## src/rtl/cpu_clk_ctrl.sv

```systemverilog
// cpu_clk_ctrl - run / single-step / breakpoint controller for the CPU clock enable.
//
// The CPU advances one cycle for every cpu_clk_en pulse. Pulses come from a
// switch-selected rate divider while running, or from a debounced key press
// while halted or stopped at a breakpoint.
//
// Ports
//   clk          system clock, the only clock
//   rst          synchronous reset, active-high
//   sw[15:0]     sw[0] run enable, sw[1] breakpoint enable, sw[15:4] rate select
//   key1         asynchronous step/resume button, active-high
//   pc_in[31:0]  current CPU PC
//   bp_addr[31:0] breakpoint address
//   cpu_clk_en   registered one-cycle enable pulse to the CPU
//   state_o[1:0] HALT=00, RUN=01, STEP=10, BREAK=11
//   pulse_count  number of cpu_clk_en pulses issued, wraps
//   LED_clk[2:0] [0] RUN, [1] HALT, [2] BREAK
//
// Build option
//   CLK_CTRL_BP_EN  when defined, the PC breakpoint compare and BREAK state are
//                   present; otherwise bp_addr and sw[1] are ignored.
//
// state | meaning
// ------+---------------------------------------------------------------
// HALT  | clock stopped, waiting for run enable or a step key press
// RUN   | free-running, one pulse per divider tick
// STEP  | single pulse this cycle, then back to RUN or HALT
// BREAK | stopped on a PC breakpoint, key press steps past it

module cpu_clk_ctrl #(
    parameter int DB_CYCLES = 1000000,
    parameter int DIV_WIDTH = 26
) (
    input  logic        clk,
    input  logic        rst,
    input  logic [15:0] sw,
    input  logic        key1,
    input  logic [31:0] pc_in,
    input  logic [31:0] bp_addr,
    output logic        cpu_clk_en,
    output logic [1:0]  state_o,
    output logic [31:0] pulse_count,
    output logic [2:0]  LED_clk
);

    localparam int DBW = (DB_CYCLES > 1) ? $clog2(DB_CYCLES) : 1;

    typedef enum logic [1:0] {
        ST_HALT  = 2'b00,
        ST_RUN   = 2'b01,
        ST_STEP  = 2'b10,
        ST_BREAK = 2'b11
    } state_t;

    state_t               r_state;
    state_t               w_state_nxt;
    logic                 w_run_pulse;
    logic                 r_clk_en;
    logic [31:0]          r_pulse_count;

    logic                 r_key_s1;
    logic                 r_key_s2;
    logic [1:0]           r_sync_fill;
    logic [DBW-1:0]       r_db_cnt;
    logic                 r_key_lvl;
    logic                 r_key_lvl_d;
    logic                 r_key_armed;
    logic                 r_key_press;

    logic [DIV_WIDTH-1:0] r_div;
    logic [DIV_WIDTH-1:0] w_div_mask;
    logic [4:0]           w_rate_k;
    logic                 w_tick;
    logic                 w_bp_hit;
    logic                 w_unused;

    // ------------------------------------------------------------------
    // Key path: 2-FF synchronizer, stable-time debounce, rising-edge pulse.
    // r_sync_fill marks when r_key_s2 holds a post-reset sample of key1;
    // a press is only accepted once the key has been seen released after
    // reset, so a key held through reset never produces a step.
    // ------------------------------------------------------------------
    always_ff @(posedge clk) begin
        if (rst) begin
            r_key_s1    <= 1'b0;
            r_key_s2    <= 1'b0;
            r_sync_fill <= 2'b00;
            r_db_cnt    <= '0;
            r_key_lvl   <= 1'b0;
            r_key_lvl_d <= 1'b0;
            r_key_armed <= 1'b0;
            r_key_press <= 1'b0;
        end else begin
            r_key_s1    <= key1;
            r_key_s2    <= r_key_s1;
            r_sync_fill <= {r_sync_fill[0], 1'b1};
            if (r_key_s2 != r_key_lvl) begin
                if (r_db_cnt == DBW'(DB_CYCLES - 1)) begin
                    r_key_lvl <= r_key_s2;
                    r_db_cnt  <= '0;
                end else begin
                    r_db_cnt <= r_db_cnt + DBW'(1);
                end
            end else begin
                r_db_cnt <= '0;
            end
            r_key_lvl_d <= r_key_lvl;
            if (r_sync_fill[1] && !r_key_s2 && !r_key_lvl) begin
                r_key_armed <= 1'b1;
            end
            r_key_press <= r_key_lvl && !r_key_lvl_d && r_key_armed;
        end
    end

    // ------------------------------------------------------------------
    // Rate select: sw[4] has highest priority (k=2), then sw[5]..sw[15]
    // (k=15..25), k=26 with nothing set. Tick when divider bits [k-1:0]
    // are all ones.
    // ------------------------------------------------------------------
    always_comb begin
        w_rate_k = 5'd26;
        for (int i = 15; i >= 5; i--) begin
            if (sw[i]) begin
                w_rate_k = 5'(i + 10);
            end
        end
        if (sw[4]) begin
            w_rate_k = 5'd2;
        end
    end

    always_comb begin
        w_div_mask = '0;
        for (int i = 0; i < DIV_WIDTH; i++) begin
            w_div_mask[i] = (i < int'(w_rate_k));
        end
    end

    assign w_tick = ((r_div & w_div_mask) == w_div_mask);

    // Divider only advances in RUN; a rate change re-masks the running count.
    always_ff @(posedge clk) begin
        if (rst) begin
            r_div <= '0;
        end else if (r_state == ST_RUN) begin
            r_div <= r_div + DIV_WIDTH'(1);
        end else begin
            r_div <= '0;
        end
    end

`ifdef CLK_CTRL_BP_EN
    assign w_bp_hit = sw[1] && (pc_in == bp_addr);
    assign w_unused = ^sw[3:2];
`else
    assign w_bp_hit = 1'b0;
    assign w_unused = ^{sw[3:1], pc_in, bp_addr};
`endif

    // ------------------------------------------------------------------
    // FSM
    // ------------------------------------------------------------------
    always_ff @(posedge clk) begin
        if (rst) begin
            r_state <= ST_HALT;
        end else begin
            r_state <= w_state_nxt;
        end
    end

    always_comb begin
        w_state_nxt = r_state;
        w_run_pulse = 1'b0;
        case (r_state)
            ST_HALT: begin
                if (sw[0]) begin
                    w_state_nxt = ST_RUN;
                end else if (r_key_press) begin
                    w_state_nxt = ST_STEP;
                end
            end
            ST_RUN: begin
                if (!sw[0]) begin
                    w_state_nxt = ST_HALT;
                end else if (w_tick && w_bp_hit) begin
                    w_state_nxt = ST_BREAK;
                end else if (w_tick) begin
                    w_run_pulse = 1'b1;
                end
            end
            ST_STEP: begin
                w_state_nxt = sw[0] ? ST_RUN : ST_HALT;
            end
            ST_BREAK: begin
                // Key press wins over run-disable so the step is never lost.
                if (r_key_press) begin
                    w_state_nxt = ST_STEP;
                end else if (!sw[0]) begin
                    w_state_nxt = ST_HALT;
                end
            end
            default: begin
                w_state_nxt = ST_HALT;
            end
        endcase
    end

    // Pulse is registered: high for the whole STEP cycle, or the cycle after
    // a RUN tick that did not hit the breakpoint.
    always_ff @(posedge clk) begin
        if (rst) begin
            r_clk_en      <= 1'b0;
            r_pulse_count <= '0;
        end else begin
            r_clk_en      <= (w_state_nxt == ST_STEP) || w_run_pulse;
            r_pulse_count <= r_pulse_count + 32'(r_clk_en);
        end
    end

    assign cpu_clk_en  = r_clk_en;
    assign state_o     = r_state;
    assign pulse_count = r_pulse_count;
    assign LED_clk     = {r_state == ST_BREAK, r_state == ST_HALT, r_state == ST_RUN};

endmodule

```

## config.mk

```make
export PLATFORM = sky130hd
export DESIGN_NAME = cpu_clk_ctrl
export DESIGN_NICKNAME = d
export VERILOG_FILES = /design/src/rtl/cpu_clk_ctrl.sv
export SDC_FILE = /design/constraint.sdc
export NUM_CORES = 1
export LEC_CHECK = 0
export ABC_AREA = 1
export BUFFER_PORTS_ARGS = -buffer_cell sky130_fd_sc_hd__buf_2
export CAP_MARGIN = 30
export CELL_PAD_IN_SITES_DETAIL_PLACEMENT = 1
export CELL_PAD_IN_SITES_GLOBAL_PLACEMENT = 1
export CORE_MARGIN = 2
export CORE_UTILIZATION = 37
export CTS_CLUSTER_DIAMETER = 200
export DETAILED_ROUTE_END_ITERATION = 6
export PLACE_DENSITY_LB_ADDON = 0.1
export REMOVE_ABC_BUFFERS = 1
export SYNTH_ARGS = -nofsm -noshare
export SYNTH_HDL_FRONTEND = slang
export SYNTH_SLANG_ARGS = --single-unit
```

## constraint.sdc

```tcl
create_clock -name clk -period 2.38 [get_ports clk]
set_input_delay 0.119 -clock clk [delete_from_list [all_inputs] [get_ports clk]]
set_output_delay 0.119 -clock clk [all_outputs]
set_load 0.02 [all_outputs]
```

==> flow_summary.yaml <==
status:
  outcome: "complete, no violations"
layout:
  instances_no_fill: 823
  nNetsFinal: 762
  nFillCells: 1507
  final_util: 0.451
  drive_above_1_share: 0.174
  antenna_cells: 0
  syn_to_final_growth_pct: 19.1
sta:
  clock_skew_ns: 0.00781
  finalHoldViolations: 0
  fin_tns_setup_ns: 0
  tightest_slew_ns: 0.343
  fin_ws_ns: 0.223
  timing.final.crit_share: 0.906
  relSlewSlack: 0.770
  max_freq_ghz: 0.464
  slew_viol_final: 0
  layout_min_cycle_time_ns: 2.16
  setup_viol: 0
  rsz0062_at_grt: "no"
global_routing:
  track_usage: 0.181
  antenna_found_initial: 0
  overflow: 0
  grt_max_degree: 21
  grt_pass1_wl_um: 18700
  grt_pass1_vias: 4147
cts:
  cts_tree: "yes"
  clk_latency_ns: 0.34
  ctsRootBufferMaster: "clkbuf_16"
  cts_buffers: 9
  cts_sinks: 89
  htreeDepth: 3
  clk_pin_slew_ns: 0.07
  cts_max_path_buffers: 2
worst_setup_path:
  crit_path_end_kind: "flip-flop"
  path_max_fanout: 4
  startpoint_type: "flip-flop"
  r2r_setup_slack_ns: 0.22
  crit_arrival_ns: 2.40
  slowest_stage: "dfxtp_1"
  cpMostUsedCell: "nand2_1"
  cp.required_ns: 2.63
  cp_cell_sequence: "ha_1 > ha_1 > nand3_1 > nor2_1 > inv_1 > nor2_2 > nand2_1 > inv_2 > nand3_4 > or2_4 > nor4_4 > nand2_1 > nand2_1 > nor2_1"
  path_class: "flip-flop to flip-flop"
  max_stage_delay_ns: 0.36
routing:
  via_per_inst: 4.87
  vias: 4004
  drc: 0
  wirelength_um: 10600
  ant_nets: 0
  drt_iter0_drc: 139
  dr.pass1.iters: 4
  wl_per_cell_um: 12.9
synth:
  ys_types: 35
  synth_edf_count: 0
  synth_cells: 611
  postSynthAreaPerCell_um2: 7.05
  syn_area_um2: 4310
  ys.flop_type: "dfxtp_1"
  async_flop_share: 0
  synth-seq-area-share: 0.413
  yosys_register_bits: 89
  ys_warn_count: 0
pwr:
  power_mw: 3.09
  power_density_nw_per_um2: 602
  p_leak_nw: 2.01
  vdd_drop_max_mv: 0.465
run:
  maxCapViolCount: 0
die:
  die_height_um: 112
  chipWidth_um: 112
  fp.dieArea_um2: 12500
  io_pins: 121
  initial_core_util: 0.379
  row_count: 39
  core_area_um2: 11400
place:
  dp_hpwl_um: 8170
  post-place-ws_ns: 0.0823
  place_inst: 805
  place.gp.congestion: 0.820
  io_buffers: 53
hold_path:
  hold_path.class: "input port to flip-flop"
## sequential cells by signal, summed over array words and instances (netlist names), 2 cells and up
name / flops
state_o: 2
r_div: 26
r_sync_fill: 2
r_db_cnt: 20
pulse_count: 32
## area by class of cell
cell class | count | area [um2] | share of cell area
Clock buffer | 12 | 256 | 0.0500
Clock inverter | 4 | 51.3 | 0.0100
Inverter | 91 | 342 | 0.0666
Multi-Input combinational cell | 422 | 2190 | 0.426
Sequential cell | 89 | 1780 | 0.347
Tap cell | 143 | 179 | 0.0349
Timing Repair Buffer | 62 | 335 | 0.0654
## logic make-up after synthesis
group | synth area share
DFF | 0.413
AOI/OAI and AO/OA | 0.0900
and+or+nand+nor | 0.367
buffers and inverters | 0.0877
adders and majority gates | 0.0116
xor gates and xnor gates | 0.0305
## path summary, 6_finish.rpt
kind | start | endpoint | cells after the start
worst max-delay path | cpu_clk_en | pulse_count[28] | 14
worst min-delay path | sw[0] | state_o[0] | 3
worst max register to register | cpu_clk_en | pulse_count[28] | 14
worst min register to register | r_key_lvl_d | r_key_press | 1
## cells in the mapped netlist (7+ instances only)
| library cell | count | area (um2) |
|---|---|---|
| inv_1 | 88 | 330 |
| dfxtp_1 | 89 | 1780 |
| nor2_1 | 92 | 345 |
| nand2_1 | 111 | 417 |
| xor2_1 | 8 | 70.1 |
| nor4_1 | 8 | 50.1 |
| o21ai_0 | 18 | 90.1 |
| clkbuf_1 | 7 | 26.3 |
| nor2_4 | 7 | 78.8 |
| nand3_1 | 33 | 165 |
| nand2_2 | 8 | 50.1 |
| nor3_1 | 32 | 160 |
| a21oi_1 | 43 | 215 |
| nand4_1 | 11 | 68.8 |
| xnor2_1 | 7 | 61.3 |
## where the power goes
group	internal (mW)	leakage (nW)	switching, mW
Sequential	1.50	0.718	0.00455
Combinational	0.0374	1.14	0.0712
Clock	0.872	0.149	0.609
Total	2.41	2.01	0.684
## per-layer routing
layer | GRT usage | routed length (um) | vias up
met1 | 0.227 | 5000 | 1860
li1 | - | - | 2089
met3 | 0.0321 | 245 | 13
met4 | 0.0675 | 204 | 0
met2 | 0.310 | 5140 | 42
met5 | 0 | 0 | -
## critical path, delay by kind of cell, from the launching register on
| family | cells | cell delay (ns) |
|---|---|---|
| and+or+nand+nor | 10 | 1.15 |
| DFF | 1 | 0.36 |
| adders and majority gates | 2 | 0.36 |
| buffers and inverters | 2 | 0.17 |
## timing repair
action | in CTS | in global routing
hold endpoints to repair | 1 | 0
setup buffers | 0 | 1
gates resized for setup | 0 | 8
endpoints found under the setup margin | 0 | 7
hold buffers | 1 | 0
## placed cells by master, fill, tap and decap left out, types with 9 or more instances in the layout
| cell type | synthesis | routed |
|---|---|---|
| a21oi_1 | 43 | 43 |
| nor3_1 | 32 | 32 |
| o21ai_0 | 18 | 18 |
| clkbuf_16 | 0 | 9 |
| inv_1 | 88 | 87 |
| nand2_1 | 111 | 111 |
| nand4_1 | 11 | 11 |
| nor2_1 | 92 | 89 |
| nand3_1 | 33 | 33 |
| dfxtp_1 | 89 | 89 |
| buf_2 | 2 | 53 |
## metrics by stage
step                area (um2)  hold WS, ns
global placement          4770        0.328
CTS                       5090       0.0516
finish                    5130       0.0640
detailed placement        4770        0.331
floorplan                 4270        0.188
global route              5130       0.0913
Note: power is estimated with default switching activity, not from simulation.
